<file path="src/rtl/noc_input_buffer.sv">
// Per-port NoC input stage: link-side FIFO, XY route computation from head flits,
// packet route hold, orphan drop. Define NOC_IBUF_STATS_EN to add the drop_count port.
module noc_input_buffer #(
    parameter int FLIT_WIDTH = 64,
    parameter int DEPTH      = 4,
    parameter int COORD_W    = 4,
    parameter int MY_X       = 0,
    parameter int MY_Y       = 0
) (
    input  logic                    clk,
    input  logic                    rst,
    input  logic [FLIT_WIDTH-1:0]   link_flit,
    input  logic                    link_valid,
    output logic                    link_ready,
    output logic [FLIT_WIDTH-1:0]   flit_out,
    output logic                    valid_out,
    input  logic                    ready_in,
    output logic [2:0]              route_port,
    output logic                    err_orphan,
    output logic [$clog2(DEPTH):0]  occupancy
`ifdef NOC_IBUF_STATS_EN
    ,
    output logic [15:0]             drop_count
`endif
);

    localparam int AW = $clog2(DEPTH);
    localparam int CW = AW + 1;

    localparam logic [CW-1:0]      FULL_COUNT = CW'(DEPTH);
    localparam logic [COORD_W-1:0] MY_X_C     = COORD_W'(MY_X);
    localparam logic [COORD_W-1:0] MY_Y_C     = COORD_W'(MY_Y);

    localparam logic [1:0] T_BODY = 2'b00;
    localparam logic [1:0] T_HEAD = 2'b01;

    localparam logic [2:0] P_LOCAL = 3'd0;
    localparam logic [2:0] P_N     = 3'd1;
    localparam logic [2:0] P_E     = 3'd2;
    localparam logic [2:0] P_S     = 3'd3;
    localparam logic [2:0] P_W     = 3'd4;

    typedef enum logic {
        IDLE,
        ACTIVE
    } state_t;

    state_t                 state_q, state_d;
    logic [FLIT_WIDTH-1:0]  mem_q [DEPTH];
    logic [FLIT_WIDTH-1:0]  mem_d [DEPTH];
    logic [AW-1:0]          wr_ptr_q, wr_ptr_d;
    logic [AW-1:0]          rd_ptr_q, rd_ptr_d;
    logic [CW-1:0]          count_q, count_d;
    logic [2:0]             route_q, route_d;

    logic [FLIT_WIDTH-1:0]  head_flit;
    logic [1:0]             head_type;
    logic [COORD_W-1:0]     dest_x;
    logic [COORD_W-1:0]     dest_y;
    logic [2:0]             route_calc;
    logic                   not_empty;
    logic                   orphan;
    logic                   fire;
    logic                   push;
    logic                   pop;

    assign head_flit = mem_q[rd_ptr_q];
    assign head_type = head_flit[FLIT_WIDTH-1 -: 2];
    assign dest_x    = head_flit[FLIT_WIDTH-3 -: COORD_W];
    assign dest_y    = head_flit[FLIT_WIDTH-3-COORD_W -: COORD_W];

    // Dimension-ordered routing: resolve X fully before Y.
    always_comb begin
        route_calc = P_LOCAL;
        if (dest_x > MY_X_C) begin
            route_calc = P_E;
        end else if (dest_x < MY_X_C) begin
            route_calc = P_W;
        end else if (dest_y > MY_Y_C) begin
            route_calc = P_N;
        end else if (dest_y < MY_Y_C) begin
            route_calc = P_S;
        end
    end

    // Output decode; a body/tail at the front while IDLE has no head and is dropped.
    always_comb begin
        not_empty  = (count_q != '0);
        orphan     = not_empty && (state_q == IDLE) && !head_type[0];
        valid_out  = not_empty && !orphan;
        link_ready = (count_q != FULL_COUNT);
        fire       = valid_out && ready_in;
        push       = link_valid && link_ready;
        pop        = fire || orphan;
        err_orphan = orphan;
        flit_out   = head_flit;
        occupancy  = count_q;
        route_port = P_LOCAL;
        if (valid_out) begin
            route_port = (state_q == ACTIVE) ? route_q : route_calc;
        end
    end

    // A head or single arriving mid-packet closes the current packet on the held route.
    always_comb begin
        state_d = state_q;
        route_d = route_q;
        case (state_q)
            IDLE: begin
                if (fire && (head_type == T_HEAD)) begin
                    state_d = ACTIVE;
                    route_d = route_calc;
                end
            end
            ACTIVE: begin
                if (fire && (head_type != T_BODY)) begin
                    state_d = IDLE;
                end
            end
            default: state_d = IDLE;
        endcase
    end

    always_comb begin
        mem_d    = mem_q;
        wr_ptr_d = wr_ptr_q;
        rd_ptr_d = rd_ptr_q;
        if (push) begin
            mem_d[wr_ptr_q] = link_flit;
            wr_ptr_d        = wr_ptr_q + AW'(1);
        end
        if (pop) begin
            rd_ptr_d = rd_ptr_q + AW'(1);
        end
        count_d = count_q + CW'(push) - CW'(pop);
    end

    always_ff @(posedge clk) begin
        if (rst) begin
            state_q  <= IDLE;
            route_q  <= P_LOCAL;
            wr_ptr_q <= '0;
            rd_ptr_q <= '0;
            count_q  <= '0;
        end else begin
            state_q  <= state_d;
            route_q  <= route_d;
            wr_ptr_q <= wr_ptr_d;
            rd_ptr_q <= rd_ptr_d;
            count_q  <= count_d;
        end
        mem_q <= mem_d;
    end

`ifdef NOC_IBUF_STATS_EN
    logic [15:0] drop_count_q, drop_count_d;

    always_comb begin
        drop_count_d = drop_count_q;
        if (orphan && (drop_count_q != 16'hFFFF)) begin
            drop_count_d = drop_count_q + 16'd1;
        end
    end

    always_ff @(posedge clk) begin
        if (rst) begin
            drop_count_q <= '0;
        end else begin
            drop_count_q <= drop_count_d;
        end
    end

    assign drop_count = drop_count_q;
`endif

endmodule

</file>
<file path="config.mk">
export PLATFORM = sky130hd
export DESIGN_NAME = noc_input_buffer
export DESIGN_NICKNAME = d
export VERILOG_FILES = /design/src/rtl/noc_input_buffer.sv
export SDC_FILE = /design/constraint.sdc
export NUM_CORES = 1
export LEC_CHECK = 0
export BUFFER_PORTS_ARGS = -buffer_cell sky130_fd_sc_hd__clkbuf_2
export CORE_AREA = 4 4 137 139
export DETAILED_ROUTE_END_ITERATION = 8
export DIE_AREA = 0 0 141 143
export PLACE_DENSITY = 0.78
export SETUP_SLACK_MARGIN = 0.15
export SLEW_MARGIN = 10
export SYNTH_ARGS = -nofsm -noshare
export SYNTH_HDL_FRONTEND = slang
export SYNTH_SLANG_ARGS = --single-unit
</file>
<file path="constraint.sdc">
create_clock -name clk -period 2.96 [get_ports clk]
set_input_delay 0 -clock clk [delete_from_list [all_inputs] [get_ports clk]]
set_output_delay 0 -clock clk [all_outputs]
set_load 0.05 [all_outputs]
</file>
==> results_dict.tcl, run 1 <==
set metrics [dict create \
    status "finished clean" \
    met2WireLength_um 9430 \
    cts-root-buf "clkbuf_16" \
    crit_arrival_ps 2590 \
    finalCritPeriodShare_pct 87.5 \
    hpwlAfterDp_um 10600 \
    synth_area_mm2 0.00985 \
    dominantRegCellSynth "edfxtp_1" \
    vdd_drop_max_v 0.000753 \
    holdPathStages 2 \
    drt-total-wl_um 18600 \
    area_delta_synth_final_pct 26.6 \
    die_h_um 143 \
    viasPerCell 5.59 \
    ys_top_cells_by_count "edfxtp_1, mux4_2, dfxtp_1" \
    power_density_mw_per_mm2 982 \
    yosysWarnings 0 \
    dieArea_mm2 0.0202 \
    switching_power_mw 4.48 \
    grtUsageTotal_pct 18.4 \
    reg2reg_depth 10 \
    place.gp.congestion 0.777 \
    synthTopCellsByArea "edfxtp_1, mux4_2, dfxtp_1" \
    coreArea_mm2 0.0177 \
    cp-end-kind "primary output" \
    synth_cells 409 \
    row_count 49 \
    crit_required_ps 2960 \
    synth-edff-count 256 \
    cts.clk_slew.worst_paths_ps 60 \
    diodes 0 \
    fin_setup_tns_ps 0 \
    setup_viol 0 \
    grt_max_degree 66 \
    drt-met1-wl_um 7590 \
    routedWlPerCell_um 21.0 \
    finalHoldViolCount 0 \
    cts_buffers 27 \
    cts_tree "built" \
    internal_power_mw 7.77 \
    wl_met3_um 1080 \
    grt.overflow.total 0 \
    drtIter0Drc 299 \
    synth_top_area_share_pct 78.0 \
    nets 711 \
    start_kind "flop" \
    ios 141 \
    fin_crit_ps 2590 \
    combPwrFrac_pct 36.4 \
    synth_top_cell_by_area "edfxtp_1" \
    antenna_found_initial 0 \
    drc 0 \
    start_util_pct 55.8 \
    num_vias 4939 \
    cts-htree-levels 1 \
    yosysMostFrequentCell "edfxtp_1" \
    syn-num-nets 484 \
    ys_seq_elements 266 \
    synth-seq-area-share_pct 80.1 \
    seq_power_share_pct 38.5 \
    port_buffers 139 \
    firstDrtPassIters 4 \
    grt_pass1_vias 5100 \
    rsz0062_at_grt "no" \
    fmax_ghz 0.386 \
    synth_async_sr_flop_share_pct 0 \
    die_w_um 141 \
    total_power_mw 12.2 \
    hold_ws_ps 235 \
    antenna_left 0 \
    post_synth.cell_area_avg_um2 24.1 \
    clock_skew_ps 9.01 \
    clkPwrFrac_pct 25.1 \
    top_layer "met4" \
    ys_types 37 \
    cp_max_fo 17 \
    clock-sinks 266 \
    worstSetupPathType "flop to primary output" \
    worst_slew_pin_slew_ps 693 \
    p_leak_nw 4.31 \
    drive_gt1_share_pct 39.7 \
    hold_path_class "input port to flop" \
    maxCapViolCount 0 \
    grt_pass1_wl_um 28500 \
    switching_share_pct 36.6 \
    max_slew_margin_pct 53.5 \
    clk_latency_ps 510 \
    cts_buffer_depth 3 \
    final_max_slew_viol_count 0 \
]
critical path, cell delays in order (launching register included):
cell and delay, ps:
dfxtp_4 400, buf_16 200, mux4_2 570, nor4_4 340
o41ai_1 170, o21ai_1 160, clkbuf_4 240
timing repair:
| action | in CTS | in global routing |
|---|---|---|
| buffers inserted | 0 | 1 |
| resized for setup | 3 | 0 |
| hold endpoints to repair | 266 | 0 |
| hold buffers | 67 | 0 |
| setup endpoints to repair | 2 | 1 |
| cloned | 2 | 0 |
| pin swaps | 0 | 1 |
sequential cells by signal, indices dropped and copies added, names as in the netlist:
signal,cells
mem_q,256
occupancy,3
rd_ptr_q,2
route_q,2
wr_ptr_q,2
state_q,1
final timing paths:
kind                       startpoint                       to  slack, ps
max          rd_ptr_q[0]$_SDFFE_PP0N_            route_port[0]        370
max reg2reg  rd_ptr_q[0]$_SDFFE_PP0N_  occupancy[2]$_SDFF_PP0_        380
min reg2reg   route_q[0]$_SDFFE_PP0P_  route_q[0]$_SDFFE_PP0P_        500
min                      link_flit[8]       mem_q[8]$_DFFE_PP_        240
cells by family after synthesis:
kind of cell	Yosys count	share of synthesized area, %
other cells	1	0.0381
compound gates	14	0.965
fa+ha+maj	7	0.965
xor+xnor	3	0.267
simple gates	29	1.82
buf+inv	25	1.21
mux	64	14.7
flops	266	80.1
per-stage QoR:
step / util [%] / worst slack, ps / std cells / area [µm²]
after floorplan: - / 321 / 409 / 9860
after global routing: 70.6 / 214 / 884 / 12500
after CTS: 70.6 / 244 / 883 / 12500
final: 70.6 / 371 / 884 / 12500
after global placement: 61.7 / 464 / 766 / 10900
after detailed placement: 61.7 / 338 / 766 / 10900
area by class of cell:
cell class | count | area (µm²)
repair buffers | 215 | 1570
multi-input cells | 118 | 1880
clock inverters | 16 | 116
inverters | 8 | 30.0
well taps | 229 | 287
clock buffers | 32 | 694
fillers | 1080 | 5190
flip-flops and latches | 266 | 7900
layout by cell type (no fill, tap or decap), drive strengths merged, types with 2 or more instances in the layout:
cell           n
a21oi          4
and3           4
buf            7
bufbuf         2
clkbuf       171
clkinv        12
clkinvlp       2
dfxtp         10
dlygate4sd3   67
edfxtp       256
ha             6
inv            9
mux4          64
nand2          3
nand2b         2
nand3          2
nor2           7
nor2b          2
nor3           2
o21ai          2
o31ai          2
or3            2
xnor2          3
routing by layer:
metal  track usage [%]  up-vias
met4              5.35        0
met3              3.25       33
met1              26.0     2551
met5                 0        -
li1                  -     2184
met2              30.1      171
power groups by stage:
stage          sequential (mW)  combinational [mW]  clock (mW)
6_report                  4.72                4.45        3.08
5_1_grt                   4.75                4.67        3.31
4_1_cts                   4.72                4.51        3.13
3_5_place_dp              4.79                4.26           0
3_3_place_gp              4.75                4.24           0
2_1_floorplan             4.79                3.32           0
Note: power is estimated with default switching activity, not from simulation.
==> run 2, diff against run 1 <==
- BUFFER_PORTS_ARGS: -buffer_cell sky130_fd_sc_hd__clkbuf_2 -> unset
- CAP_MARGIN: unset -> 25
- CELL_PAD_IN_SITES_DETAIL_PLACEMENT: unset -> 0
- CELL_PAD_IN_SITES_GLOBAL_PLACEMENT: unset -> 2
- CORE_AREA: 4 4 137 139 -> 4 4 147 149
- DIE_AREA: 0 0 141 143 -> 0 0 151 153
- DONT_BUFFER_PORTS: unset -> 1
- PLACE_DENSITY: 0.78 -> unset
- PLACE_DENSITY_LB_ADDON: unset -> 0.1
==> results_dict.tcl, run 2 (synthesis results as in run 1) <==
set metrics [dict create \
    nFillCells 1472 \
    num_vias 4352 \
    mostFrequentLayoutCell "edfxtp_1" \
    fmax_ghz 0.388 \
    final_cell_mix "edfxtp_1, dlygate4sd3_1, mux4_2" \
    dieArea_mm2 0.0231 \
    hpwlAfterDp_um 10100 \
    r2r_slack_ps 410 \
    antenna_left 0 \
    hp-start "link_valid" \
    die_w_um 151 \
    cts-root-buf "clkbuf_16" \
    rsz0062_at_grt "no" \
    vdd_drop_max_v 0.000689 \
    start_kind "flop" \
    port_buffers 0 \
    routedWlPerCell_um 21.8 \
    clock_skew_ps 4.78 \
    viasPerCell 5.41 \
    setup_viol 0 \
    grt_pass1_vias 4787 \
    coreArea_mm2 0.0202 \
    crit_path_top_delay_cell "mux4_2" \
    place.gp.congestion 0.670 \
    grtUsageTotal_pct 15.3 \
    diodes 0 \
    crit_arrival_ps 2580 \
    clock-sinks 266 \
    drc 0 \
    fin_setup_tns_ps 0 \
    fin_crit_ps 2580 \
    cts_buffer_depth 3 \
    status "finished clean" \
    worstSetupPathType "flop to primary output" \
    cts-htree-levels 1 \
    postLayoutCoreUtil_pct 58.8 \
    ios 141 \
    crit_required_ps 2960 \
    finalHoldViolCount 0 \
    hold_path_class "input port to flop" \
    critical-path-max-stage-delay_ps 580 \
    reg2reg_depth 9 \
    drt-total-wl_um 17600 \
    r2r-start "occupancy[2]$_SDFF_PP0_" \
    die_h_um 153 \
    drive_gt1_share_pct 24.5 \
    cts_tree "built" \
    start_util_pct 48.8 \
    antenna_found_initial 1 \
    hold_end "mem_q[255]$_DFFE_PP_" \
    row_count 52 \
    firstDrtPassIters 4 \
    p_leak_nw 3.77 \
    cts.clk_slew.worst_paths_ps 60 \
    area_delta_synth_final_pct 20.4 \
    worstReg2RegEnd "occupancy[2]$_SDFF_PP0_" \
    worstPathCellList "buf_12 > mux4_2 > nor4_4 > o41ai_1 > o21ai_1 > buf_4" \
    largest_register "mem_q" \
    grt_pass1_wl_um 27100 \
    maxCapViolCount 0 \
    final_max_slew_viol_count 0 \
    finalCritPeriodShare_pct 87.1 \
    cp-end-kind "primary output" \
    holdPathStages 1 \
    worst_slew_pin_slew_ps 1000 \
    drtIter0Drc 184 \
    grt.overflow.total 0 \
    power_density_mw_per_mm2 991 \
    grt_max_degree 65 \
    cts_buffers 27 \
    max_slew_margin_pct 33.1 \
    largest_reg_flops 256 \
    clk_latency_ps 510 \
    nets 590 \
    cp_max_fo 24 \
]
-- run 2: changes by cell type in the layout (fill, tap and decap cells not counted), sizes merged --
cell	before	now
inv	9	8
buf	7	26
clkinv	12	13
dlygate4sd3	67	68
bufbuf	2	0
bufinv	1	0
clkbuf	171	34
-- run 2: worst max-delay path, delay by kind of cell (launching register included) --
kind / cells / cell delay (ps)
multiplexers: 1 / 580
AND/OR/NAND/NOR: 1 / 350
AO/OA/AOI/OAI: 2 / 330
flip-flops: 1 / 370
buffers and inverters: 2 / 430
-- run 2: layout make-up --
type / instances / area, µm² / share of cell area (%)
timing repair buffer: 94 / 950 / 8.01
clock buffer: 34 / 702 / 5.92
inverter: 8 / 30.0 / 0.253
clock inverter: 15 / 67.6 / 0.570
multi-input combinational: 118 / 1880 / 15.8
tap: 270 / 338 / 2.85
sequential: 266 / 7900 / 66.6
-- run 2: report_power, final --
group,internal [mW],switching [mW]
Sequential,4.58,0.132
Combinational,1.19,2.90
Clock,1.67,1.28
-- run 2: worst max path at each step --
| stage | start | slack [ps] | endpoint | cells after the start |
|---|---|---|---|---|
| floorplan | occupancy[1]$_SDFF_PP0_ | 320 | occupancy[2]$_SDFF_PP0_ | 10 |
| detailed placement | rd_ptr_q[0]$_SDFFE_PP0N_ | 410 | route_port[0] | 6 |
| global route | rd_ptr_q[0]$_SDFFE_PP0N_ | 170 | route_port[0] | 6 |
| global placement | rd_ptr_q[0]$_SDFFE_PP0N_ | 440 | route_port[0] | 6 |
| CTS | rd_ptr_q[0]$_SDFFE_PP0N_ | 120 | route_port[0] | 6 |
| finish | rd_ptr_q[0]$_SDFFE_PP0N_ | 380 | route_port[0] | 6 |
-- run 2: timing repair --
| item | CTS | global route |
|---|---|---|
| resized for setup | 3 | 3 |
| hold buffers | 68 | 0 |
| gates cloned | 0 | 0 |
| buffers inserted | 0 | 1 |
| pin swaps | 0 | 1 |
| endpoints found under the setup margin | 45 | 1 |
| hold endpoints to repair | 303 | 0 |
-- run 2: metal layers --
layer / track usage [%] / routed length (µm) / share of wire, % / vias to the layer above
li1: - / - / - / 1932
met5: 0 / 14 / 0.080 / -
met2: 26.2 / 9130 / 52 / 115
met3: 4.59 / 1360 / 7.7 / 28
met1: 19.1 / 6750 / 38 / 2275
met4: 3.67 / 321 / 1.8 / 2
-- run 2: metrics by stage --
stage | instances | hold slack [ps] | area [µm²] | total power [mW] | setup WS [ps]
2_1_floorplan | 409 | 98.9 | 9860 | 8.11 | 321
3_3_place_gp | 686 | 66.3 | 10300 | 8.80 | 442
3_5_place_dp | 687 | 64.0 | 10400 | 8.83 | 415
4_1_cts | 804 | 28.6 | 11800 | 11.9 | 116
5_1_grt | 805 | 38.5 | 11900 | 12.3 | 171
6_report | 805 | 30.6 | 11900 | 11.8 | 382
==> run 3, diff against run 2 <==
- CORE_AREA: 4 4 147 149 -> 4 4 155 157
- DIE_AREA: 0 0 151 153 -> 0 0 159 161
- GPL_ROUTABILITY_DRIVEN: unset -> 1
==> results_dict.tcl, run 3 (synthesis results as in run 1) <==
set metrics [dict create \
    place.gp.congestion 0.739 \
    startpoint "rd_ptr_q[0]$_SDFFE_PP0N_" \
    largest_register "mem_q" \
    largest_reg_flops 256 \
    max_slew_margin_pct 47.9 \
    cp_max_fo 17 \
    holdPathStages 1 \
    routedWlPerCell_um 22.3 \
    clk_latency_ps 530 \
    grtUsageTotal_pct 14.4 \
    worstReg2RegEnd "rd_ptr_q[1]$_SDFFE_PP0N_" \
    mostFrequentLayoutCell "edfxtp_1" \
    port_buffers 0 \
    nets 592 \
    viasPerCell 5.32 \
    cts_buffer_depth 3 \
    fin_setup_tns_ps 0 \
    worst_slew_pin_slew_ps 782 \
    status "finished clean" \
    maxCapViolCount 0 \
    diodes 0 \
    start_kind "flop" \
    firstDrtPassIters 4 \
    grt_max_degree 50 \
    final_max_slew_viol_count 0 \
    grt_pass1_vias 4774 \
    hp-start "link_valid" \
    cts.clk_slew.worst_paths_ps 60 \
    cts-htree-levels 1 \
    total_power_mw 12.0 \
    grt.overflow.total 0 \
    hold_path_class "input port to flop" \
    start_util_pct 43.8 \
    num_vias 4382 \
    area_delta_synth_final_pct 21.6 \
    die_w_um 159 \
    grt_pass1_wl_um 28700 \
    drtIter0Drc 278 \
    cts_buffers 28 \
    clock_skew_ps 19.6 \
    use_met2_pct 24.3 \
    setup_viol 0 \
    hpwlAfterDp_um 10900 \
    power_density_mw_per_mm2 1000 \
    fmax_ghz 0.382 \
    antenna_found_initial 0 \
    coreArea_mm2 0.0225 \
    p_leak_nw 3.81 \
    drc 0 \
    fin_crit_ps 2610 \
    dieArea_mm2 0.0256 \
    finalHoldViolCount 0 \
    row_count 55 \
    final_cell_mix "edfxtp_1, dlygate4sd3_1, mux4_2" \
    rsz0062_at_grt "no" \
    r2r-start "rd_ptr_q[0]$_SDFFE_PP0N_" \
    worstSetupPathType "flop to primary output" \
    r2r_slack_ps 370 \
    clock-sinks 266 \
    busiest_layer "met2" \
    cts-root-buf "clkbuf_16" \
    finalCritPeriodShare_pct 88.3 \
    crit_arrival_ps 2610 \
    ios 141 \
    drive_gt1_share_pct 25.3 \
    cts_tree "built" \
    postLayoutCoreUtil_pct 53.2 \
    use_met1_pct 18.5 \
    cp-end-kind "primary output" \
    gr-usage-met3_pct 4.90 \
    drt-total-wl_um 18300 \
    antenna_left 0 \
    die_h_um 161 \
    hold_end "mem_q[51]$_DFFE_PP_" \
    vdd_drop_max_v 0.000536 \
    crit_required_ps 2960 \
    reg2reg_depth 7 \
]
## run 3: stage by stage
step	cell area (µm²)	instances	setup slack, ps	hold WS (ps)
2_1_floorplan	9860	409	321	98.9
3_3_place_gp	10400	701	412	67.2
3_5_place_dp	10400	704	477	66.9
4_1_cts	12000	823	130	9.73
5_1_grt	12000	823	153	15.8
6_report	12000	823	345	21.5
## run 3: final cells by class
class	instances	area, µm²
clock inverters	14	105
clock buffers	37	734
well taps	285	357
fillers	1799	10500
repair buffers	95	977
flip-flops and latches	266	7900
multi-input cells	118	1880
inverters	8	30.0
## run 3: what timing repair did
item,in CTS,in global routing
endpoints found under the hold margin,302,0
resized for setup,2,2
hold buffers,68,0
buffers inserted,0,0
pin swaps,0,1
endpoints found under the setup margin,25,24
gates cloned,0,0
## run 3: worst max-delay path by stage
stage	slack (ps)	to	depth (start not counted)
after floorplan	320	occupancy[2]$_SDFF_PP0_	10
after global placement	410	rd_ptr_q[1]$_SDFFE_PP0N_	5
after CTS	130	route_port[0]	6
final	350	route_port[0]	6
after global routing	150	route_port[0]	6
after detailed placement	480	occupancy[2]$_SDFF_PP0_	9
## run 3: metal layers
metal,vias up,share of wire [%]
met4,0,1.5
met5,-,0
met2,118,50
li1,1949,-
met1,2291,41
met3,24,7.2
## run 3: power breakdown
part	internal [mW]	total [mW]	switching (mW)
clock network	1.83	3.15	1.32
logic	1.22	4.14	2.92
registers	4.58	4.74	0.161
total	7.63	12.0	4.39
## run 3: worst max-delay path, cell delays in order (launching register included)
cell and delay (ps):
dfxtp_4 360, buf_8 210, mux4_2 590, nor4_4 380, o41ai_1 180, o21ai_1 160, buf_4 210
